$ cat src/rtl/sq_wave_if.sv
// Control/status bundle between the timebase side and the square-wave stage.
// The master drives enable, tick and lengths; the slave returns wave and period_done.
interface sq_wave_if #(
  parameter int W = 4
);
  logic         en;
  logic         tick;
  logic [W-1:0] m;
  logic [W-1:0] n;
  logic         wave;
  logic         period_done;

  modport master (
    output en,
    output tick,
    output m,
    output n,
    input  wave,
    input  period_done
  );

  modport slave (
    input  en,
    input  tick,
    input  m,
    input  n,
    output wave,
    output period_done
  );
endinterface

$ cat src/rtl/sq_wave_ctrl.sv
// Square-wave generator clocked by upstream timebase ticks: high for m ticks,
// low for n ticks, with a one-cycle period_done pulse at each period boundary.
module sq_wave_ctrl #(
  parameter int W = 4
) (
  input  logic      clk,
  input  logic      reset,
  sq_wave_if.slave  bus
);

  typedef enum logic [1:0] {
    IDLE = 2'd0,
    HIGH = 2'd1,
    LOW  = 2'd2
  } state_t;

  state_t       state;
  logic [W-1:0] cnt;
  logic [W-1:0] m_reg;
  logic [W-1:0] n_reg;
  logic         wave_q;
  logic         pd_q;
  logic [W-1:0] len;
  logic         phase_end;

  function automatic state_t start_state(input logic [W-1:0] mm, input logic [W-1:0] nn);
    if (mm != '0) return HIGH;
    if (nn != '0) return LOW;
    return IDLE;
  endfunction

  // A phase length is never zero while in that phase, so len-1 cannot underflow.
  always_comb begin
    len       = (state == HIGH) ? m_reg : n_reg;
    phase_end = bus.tick && (cnt == len - W'(1));
  end

  always_ff @(posedge clk or negedge reset) begin
    if (!reset) begin
      state  <= IDLE;
      cnt    <= '0;
      m_reg  <= '0;
      n_reg  <= '0;
      wave_q <= 1'b0;
      pd_q   <= 1'b0;
    end else begin
      pd_q <= 1'b0;
      if (!bus.en) begin
        state  <= IDLE;
        cnt    <= '0;
        wave_q <= 1'b0;
      end else begin
        case (state)
          IDLE: begin
            m_reg  <= bus.m;
            n_reg  <= bus.n;
            cnt    <= '0;
            state  <= start_state(bus.m, bus.n);
            wave_q <= (bus.m != '0);
          end
          HIGH, LOW: begin
            if (phase_end) begin
              cnt <= '0;
              if (state == HIGH && n_reg != '0) begin
                state  <= LOW;
                wave_q <= 1'b0;
              end else begin
                // Period boundary: pick up fresh lengths and restart.
                pd_q   <= 1'b1;
                m_reg  <= bus.m;
                n_reg  <= bus.n;
                state  <= start_state(bus.m, bus.n);
                wave_q <= (bus.m != '0);
              end
            end else if (bus.tick) begin
              cnt <= cnt + W'(1);
            end
          end
          default: begin
            state  <= IDLE;
            cnt    <= '0;
            wave_q <= 1'b0;
          end
        endcase
      end
    end
  end

  assign bus.wave        = wave_q;
  assign bus.period_done = pd_q;

endmodule

$ cat src/flat_wrapper.sv
// flat-port wrapper written by rule: the top's interface ports become plain ports
module sq_wave_ctrl_flat 
#(
  parameter int W = 4
)
  (clk, reset, bus_en, bus_tick, bus_m, bus_n, bus_wave, bus_period_done);
  sq_wave_if #(.W(W)) bus_i ();
  input  logic clk;
  input  logic reset;
  input wire logic [$bits(bus_i.en)-1:0] bus_en;
  input wire logic [$bits(bus_i.tick)-1:0] bus_tick;
  input wire logic [$bits(bus_i.m)-1:0] bus_m;
  input wire logic [$bits(bus_i.n)-1:0] bus_n;
  output wire logic [$bits(bus_i.wave)-1:0] bus_wave;
  output wire logic [$bits(bus_i.period_done)-1:0] bus_period_done;
  assign bus_i.en = bus_en;
  assign bus_i.tick = bus_tick;
  assign bus_i.m = bus_m;
  assign bus_i.n = bus_n;
  assign bus_wave = bus_i.wave;
  assign bus_period_done = bus_i.period_done;
  sq_wave_ctrl #(.W(W)) u_core (.clk(clk), .reset(reset), .bus(bus_i));
endmodule
$ cat config.mk
export PLATFORM = sky130hd
export DESIGN_NAME = sq_wave_ctrl_flat
export DESIGN_NICKNAME = d
export VERILOG_FILES = /design/src/rtl/sq_wave_if.sv /design/src/rtl/sq_wave_ctrl.sv /design/src/flat_wrapper.sv
export SDC_FILE = /design/constraint.sdc
export NUM_CORES = 1
export LEC_CHECK = 0
export ABC_AREA = 1
export BUFFER_PORTS_ARGS = -buffer_cell sky130_fd_sc_hd__buf_2
export CAP_MARGIN = 20
export CELL_PAD_IN_SITES_DETAIL_PLACEMENT = 1
export CELL_PAD_IN_SITES_GLOBAL_PLACEMENT = 2
export CORE_ASPECT_RATIO = 1.2
export CORE_MARGIN = 2
export CORE_UTILIZATION = 35
export CTS_CLUSTER_SIZE = 30
export DETAILED_ROUTE_END_ITERATION = 12
export PLACE_DENSITY_LB_ADDON = 0.1
export SYNTH_ARGS = -nofsm -noshare
export SYNTH_HDL_FRONTEND = slang
export SYNTH_SLANG_ARGS = --single-unit
$ cat constraint.sdc
create_clock -name clk -period 4.95 [get_ports clk]
set_input_delay 0.99 -clock clk [delete_from_list [all_inputs] [get_ports clk]]
set_output_delay 0.99 -clock clk [all_outputs]
set_load 0.01 [all_outputs]
; ---- Yosys cells after proc, flatten, opt, wreduce, memory -nomap -nowiden
; Cells that the tools add are included.
[totals]
out_inout_bits = 2
reg_bits = 16
elab_cells = 69
inputBits = 12
[classes]
muxes = 45
reduce_logical = 9
addsub = 2
n_eq_ne = 7
[ops]
columns = cell, count
row1 = $mux 4, 9
row2 = $mux 1, 23
row3 = $mux 2, 9
row4 = $pmux 4 s2, 2
row5 = $reduce_bool 4->1, 3
row6 = $add 4x1->4 const B, 1
row7 = $eq 4x4->1, 1
row8 = $ne 4x3->1 const B, 1
row9 = $pmux 2 s2, 1
row10 = $reduce_and 4->1, 1
row11 = $sub 4x1->4 const B, 1
row12 = $ne 3x2->1 const B, 1
row13 = $eq 2x1->1 const B, 1
row14 = $eq 2x2->1 const B, 1
row15 = $logic_and 1x1->1, 2
row16 = $logic_not 2->1, 1
row17 = $ne 2x1->1 const B, 1
row18 = $ne 2x2->1 const B, 1
row19 = $pmux 1 s2, 1
row20 = $reduce_bool 2->1, 1
row21 = $reduce_or 2->1, 1

; ---- Logic depth before layout (Yosys ltp)
[depth]
ltp_word = 19
ltp_mapped = 15
ltp_nobuf = 14

; ---- Worst setup path after synthesis
; No wires, ideal clock.
[synth_timing]
path_type = register -> register
start = register u_core.state[0]
end = register u_core.n_reg[1]
arrival_ns = 1.634
path_stages_with_launch = 15
setup_ns = 0.117
n_path_buf = 1
path_slack_ns = 3.200
required_time_ns = 4.833
period_less_slack_ns = 1.750
cell_sequence = dfrtp_1 -> ha_1 -> buf_6 -> inv_8 -> nand2_4 -> nand2_4 -> nand2_4 -> nor2_2 -> nand2_1 -> nand2_2 -> nand3_4 -> nand2_8 -> nand2_8 -> nand2_1 -> nand2_1
[synth_between]
elab_chain_len = 7
elab_cells_between_ends = 14
cone_classes = add/sub (1) / eq/ne (5) / mux (2) / reduce/logical (6)
[synth_lines]
columns = element, line
row1 = start: declaration, sq_wave_ctrl.sv:17  ; state_t state;
row2 = start signal: assignment, sq_wave_ctrl.sv:58  ; state <= start_state(bus.m, bus.n);
row3 = start signal: assignment, sq_wave_ctrl.sv:72  ; state <= start_state(bus.m, bus.n);
row4 = $eq 2x1->1, "sq_wave_ctrl.sv:34, sq_wave_ctrl.sv:53, sq_wave_ctrl.sv:64"
row5 = $mux 4, sq_wave_ctrl.sv:34  ; len = (state == HIGH) ? m_reg : n_reg;
row6 = $sub 4x1->4, sq_wave_ctrl.sv:35  ; phase_end = bus.tick && (cnt == len - W'(1));
row7 = $eq 4x4->1, sq_wave_ctrl.sv:35
row8 = $logic_and 1x1->1, sq_wave_ctrl.sv:35
row9 = $ne 2x1->1 (no line), n/a
row10 = $reduce_and 4->1 (no line), n/a
row11 = end signal: assignment, sq_wave_ctrl.sv:56  ; n_reg <= bus.n;
row12 = end signal: assignment, sq_wave_ctrl.sv:71  ; n_reg <= bus.n;
row13 = end: declaration, sq_wave_ctrl.sv:20  ; logic [W-1:0] n_reg;
; Parallel ways exist; a longest one is shown, timed or not.
; A chain may end at the register's enable or synchronous reset.

; ---- Worst setup path in the final report
[layout_timing]
start = register u_core.state[1]
end = register u_core.state[1]
[layout_between]
elab_chain_len = 6
elab_cells_between_ends = 14
cone_classes = add/sub (1) / eq/ne (4) / mux (5) / reduce/logical (4)
[layout_lines]
columns = element, line
row1 = $eq 2x1->1, "sq_wave_ctrl.sv:34, sq_wave_ctrl.sv:53, sq_wave_ctrl.sv:64"
row2 = $mux 4 / $logic_and 1x1->1 (equally long branches), "sq_wave_ctrl.sv:34, sq_wave_ctrl.sv:64"
row3 = $sub 4x1->4 / $mux 2 (equally long branches), "sq_wave_ctrl.sv:35, sq_wave_ctrl.sv:64"
row4 = $eq 4x4->1 / $mux 2 (equally long branches), "sq_wave_ctrl.sv:35, sq_wave_ctrl.sv:62"
row5 = $logic_and 1x1->1 / $pmux 2 s2 (equally long branches), "sq_wave_ctrl.sv:35, sq_wave_ctrl.sv:53"
row6 = $ne 3x2->1 (no line) / $mux 2 (equally long branches), n/a
; Parallel ways exist; a longest one is shown, timed or not. The select of a mux whose other input is x is not followed.

==> metrics.md <==
| Metric | Value |
|---|---|
| Worst slew margin | `67.3%` |
| Mapped Nets | `161` |
| Post-CTS Resized | `0` |
| Vias in the first global route | `1003` |
| Std-Cell Rows | `22` |
| Io pins | `14` |
| RSZ-0062 raised after global routing | `no` |
| CP required | `5.15 ns` |
| Max Clock Skew | `0.00261 ns` |
| Seq pwr share | `27.5%` |
| Max-cap violations | `0` |
| Synthesis-to-finish area growth | `11.3%` |
| Hold Slack | `0.522 ns` |
| Worst hold path type | `flop to flop` |
| DRT antenna net count | `0` |
| Endpoint type of the worst setup path | `flop` |
| Via count | `947` |
| Ant diodes | `0` |
| Routability cong. | `0.818` |
| CP Cell Sequence | `inv_1, ha_1, nand2_2, nand2_4, nand3_2, nand3_1, nand2_2, nand3_4, nand2_2, o21ai_0` |
| Initial Utilization | `36.6%` |
| Clock sink count | `15` |
| Clock buffer count from CTS | `3` |
| Ys flop type | `dfrtp_1` |
| Buf+Inv Stages, Crit Path | `1` |
| Critical Path Start Type | `flop` |
| Switch share | `53.3%` |
| YS warnings | `0` |
| Critical Setup Path Class | `flop to flop` |
| Postcts setup bufs | `0` |
| Slowest-stage cell, CP | `ha_1` |
| R2r startpoint | `u_core.state[1]$_DFFE_PN0P_` |
| Post-Synthesis Cells | `145` |
| Post-layout minimum cycle time | `2.14 ns` |
| Total Wirelength | `2730 um` |
| Largest net degree at the start of global routing | `16` |
| Cell type with the largest total area after synthesis | `dfrtp_1` |
| Sequential share of the synthesized area | `33.6%` |
| Total gr overflow | `0` |
| Total power divided by cell area | `633 nW/um^2` |
| NumNets Final | `178` |
| Insertion delay of the later-clocked pin in the worst-skew pair | `0.29 ns` |
| First-pass GRT wire length | `4780 um` |
| Chip width | `55.6 um` |
| Dpl cell area | `1220 sq um` |
| Maximum vdd drop | `0.000221 V` |
| CP most frequent cell | `nand2_2` |
| Final instance area | `1240 sq um` |
| Critical path's largest stage delay | `0.47 ns` |
| Core ar. | `3060 sq um` |
| TritonRoute pass-1 iters | `4` |
| Setup TNS | `0 ns` |
| CTS tree | `yes` |
| WP data arrival | `2.33 ns` |
| GR Util All Layers | `17.1%` |
| # port buffers | `13` |
| Reg clk slew, reported paths | `0.10 ns` |
| Synth cell count leaders | `40 x nand2_1, 17 x inv_1, 15 x dfrtp_1, 15 x nand3_1, 14 x nand2_2` |
| Fmax | `468 MHz` |
| Async SR Flop Fraction | `100%` |
| Sw Pwr | `420 uW` |
| Crit path max-delay family | `simple AND/OR/NAND/NOR gates` |
| Full die area | `3670 sq um` |
| Syn_area_per_cell | `7.71 sq um` |
| Combinational cell fraction of total power | `63.1%` |
| Max-slew violation count | `0` |
| Htree depth | `1` |
| Yosys top cell area share | `33.6%` |
| Final hold violation count | `0` |
| Period utilisation layout | `43.2%` |
| DRT iter0 DRCs | `10` |
| Min-delay src | `u_core.m_reg[2]$_DFFE_PN0P_` |
| Highest fanout seen on the critical path | `9` |
| Slew at the pin with the worst max-slew slack | `0.491 ns` |
| Register bit count reported by yosys | `15` |
| Initial antenna violation count | `0` |
| Hold bufs inserted after CTS | `0` |
| Maximum buffer depth of the clock tree | `2` |
| Crit. Startpoint | `u_core.state[1]$_DFFE_PN0P_` |
| Hpwl dp | `2290 um` |
| Status | `complete, no violations` |
| Lkg Pwr | `0.641 nW` |
| Internal power | `368 uW` |
| Syn Std Cell Area | `1120 sq um` |
| Clock power frac | `9.4%` |
| DRC | `0` |
| Area contributors post-synth | `dfrtp_1 34%, nand2_1 13%, nand2_2 7.8%, nand3_1 6.7%, inv_1 5.7%` |
| Final Util | `40.7%` |
| Number of synthesized flops with an enable pin | `0` |
| Die Ht | `65.9 um` |
| CTS root buffer | `clkbuf_4` |
| Count of different cell masters after synthesis | `26` |
| Routed len/inst | `13.9 um` |
| Final setup fails | `0` |
| Count leader, synth | `nand2_1` |
| Power Total | `788 uW` |
| Share of cells above drive strength 1 | `29.8%` |
| DR vias/cell | `4.81` |
[worst register-to-register path: stages, from the launching register on]
cell and delay [ns]:
dfrtp_1 0.40, inv_1 0.10, ha_1 0.47, nand2_2 0.16, nand2_4 0.13, nand3_2 0.11, nand3_1 0.10, nand2_2 0.07
nand3_4 0.13, nand2_2 0.13, o21ai_0 0.24
[routing by layer]
| layer | part of all wire [%] | up-vias | wire, um | track usage, % |
|---|---|---|---|---|
| li1 | - | 488 | - | - |
| met1 | 44 | 444 | 1200 | 21.1 |
| met2 | 53 | 13 | 1440 | 30.4 |
| met3 | 2.3 | 2 | 63 | 1.96 |
| met4 | 1.1 | 0 | 30 | 6.71 |
| met5 | 0 | - | 0 | 0 |
[layout make-up]
class | count | area, sq um
Tap cell | 36 | 45.0
Clock inverter | 1 | 5.00
Multi-Input combinational cell | 109 | 647
Fill cell | 401 | 1810
Timing Repair Buffer | 13 | 65.1
Sequential cell | 15 | 375
Clock buffer | 3 | 22.5
Inverter | 20 | 85.1
[cells in the final DEF (no fill, tap or decap), types with 3 or more instances in the layout]
cell type,instances
inv_1,17
buf_2,13
nor2_1,9
nand2_4,5
clkbuf_4,3
nand2_2,14
nand3_1,15
ha_1,4
nand2_1,40
nand3_2,4
dfrtp_1,15
[through the flow]
step	worst slack, ns	instances
6_report	2.81	197
4_1_cts	2.76	197
3_5_place_dp	2.78	193
2_1_floorplan	3.20	145
5_1_grt	2.56	197
3_3_place_gp	2.92	193
[power groups by stage]
stage / clock network [mW] / logic [mW] / registers [mW]
floorplan: 0 / 0.416 / 0.206
global placement: 0 / 0.491 / 0.218
detailed placement: 0 / 0.508 / 0.220
CTS: 0.0775 / 0.510 / 0.218
global route: 0.0845 / 0.567 / 0.222
finish: 0.0743 / 0.498 / 0.217
[worst paths after layout]
kind	cells past startpoint	slack, ns	end
min reg2reg	2	0.52	u_core.m_reg[2]$_DFFE_PN0P_
min	2	0.52	u_core.m_reg[2]$_DFFE_PN0P_
max	10	2.81	u_core.state[1]$_DFFE_PN0P_
min in group asynchronous	1	0.60	u_core.cnt[3]$_DFFE_PN0P_
max reg2reg	10	2.81	u_core.state[1]$_DFFE_PN0P_
max in group asynchronous	1	4.08	u_core.bus.period_done$_DFF_PN0_
[cell families (layout without fill, tap and decap cells)]
logic type,after synthesis,count (layout),synth area share [%]
AOI/OAI and AO/OA,7,7,3.80
adders and majority gates,4,4,4.47
DFF,15,15,33.6
and+or+nand+nor,96,96,48.0
xor gates and xnor gates,2,2,1.57
buffers and inverters,21,37,8.61
(Power assumes the default switching activity.)
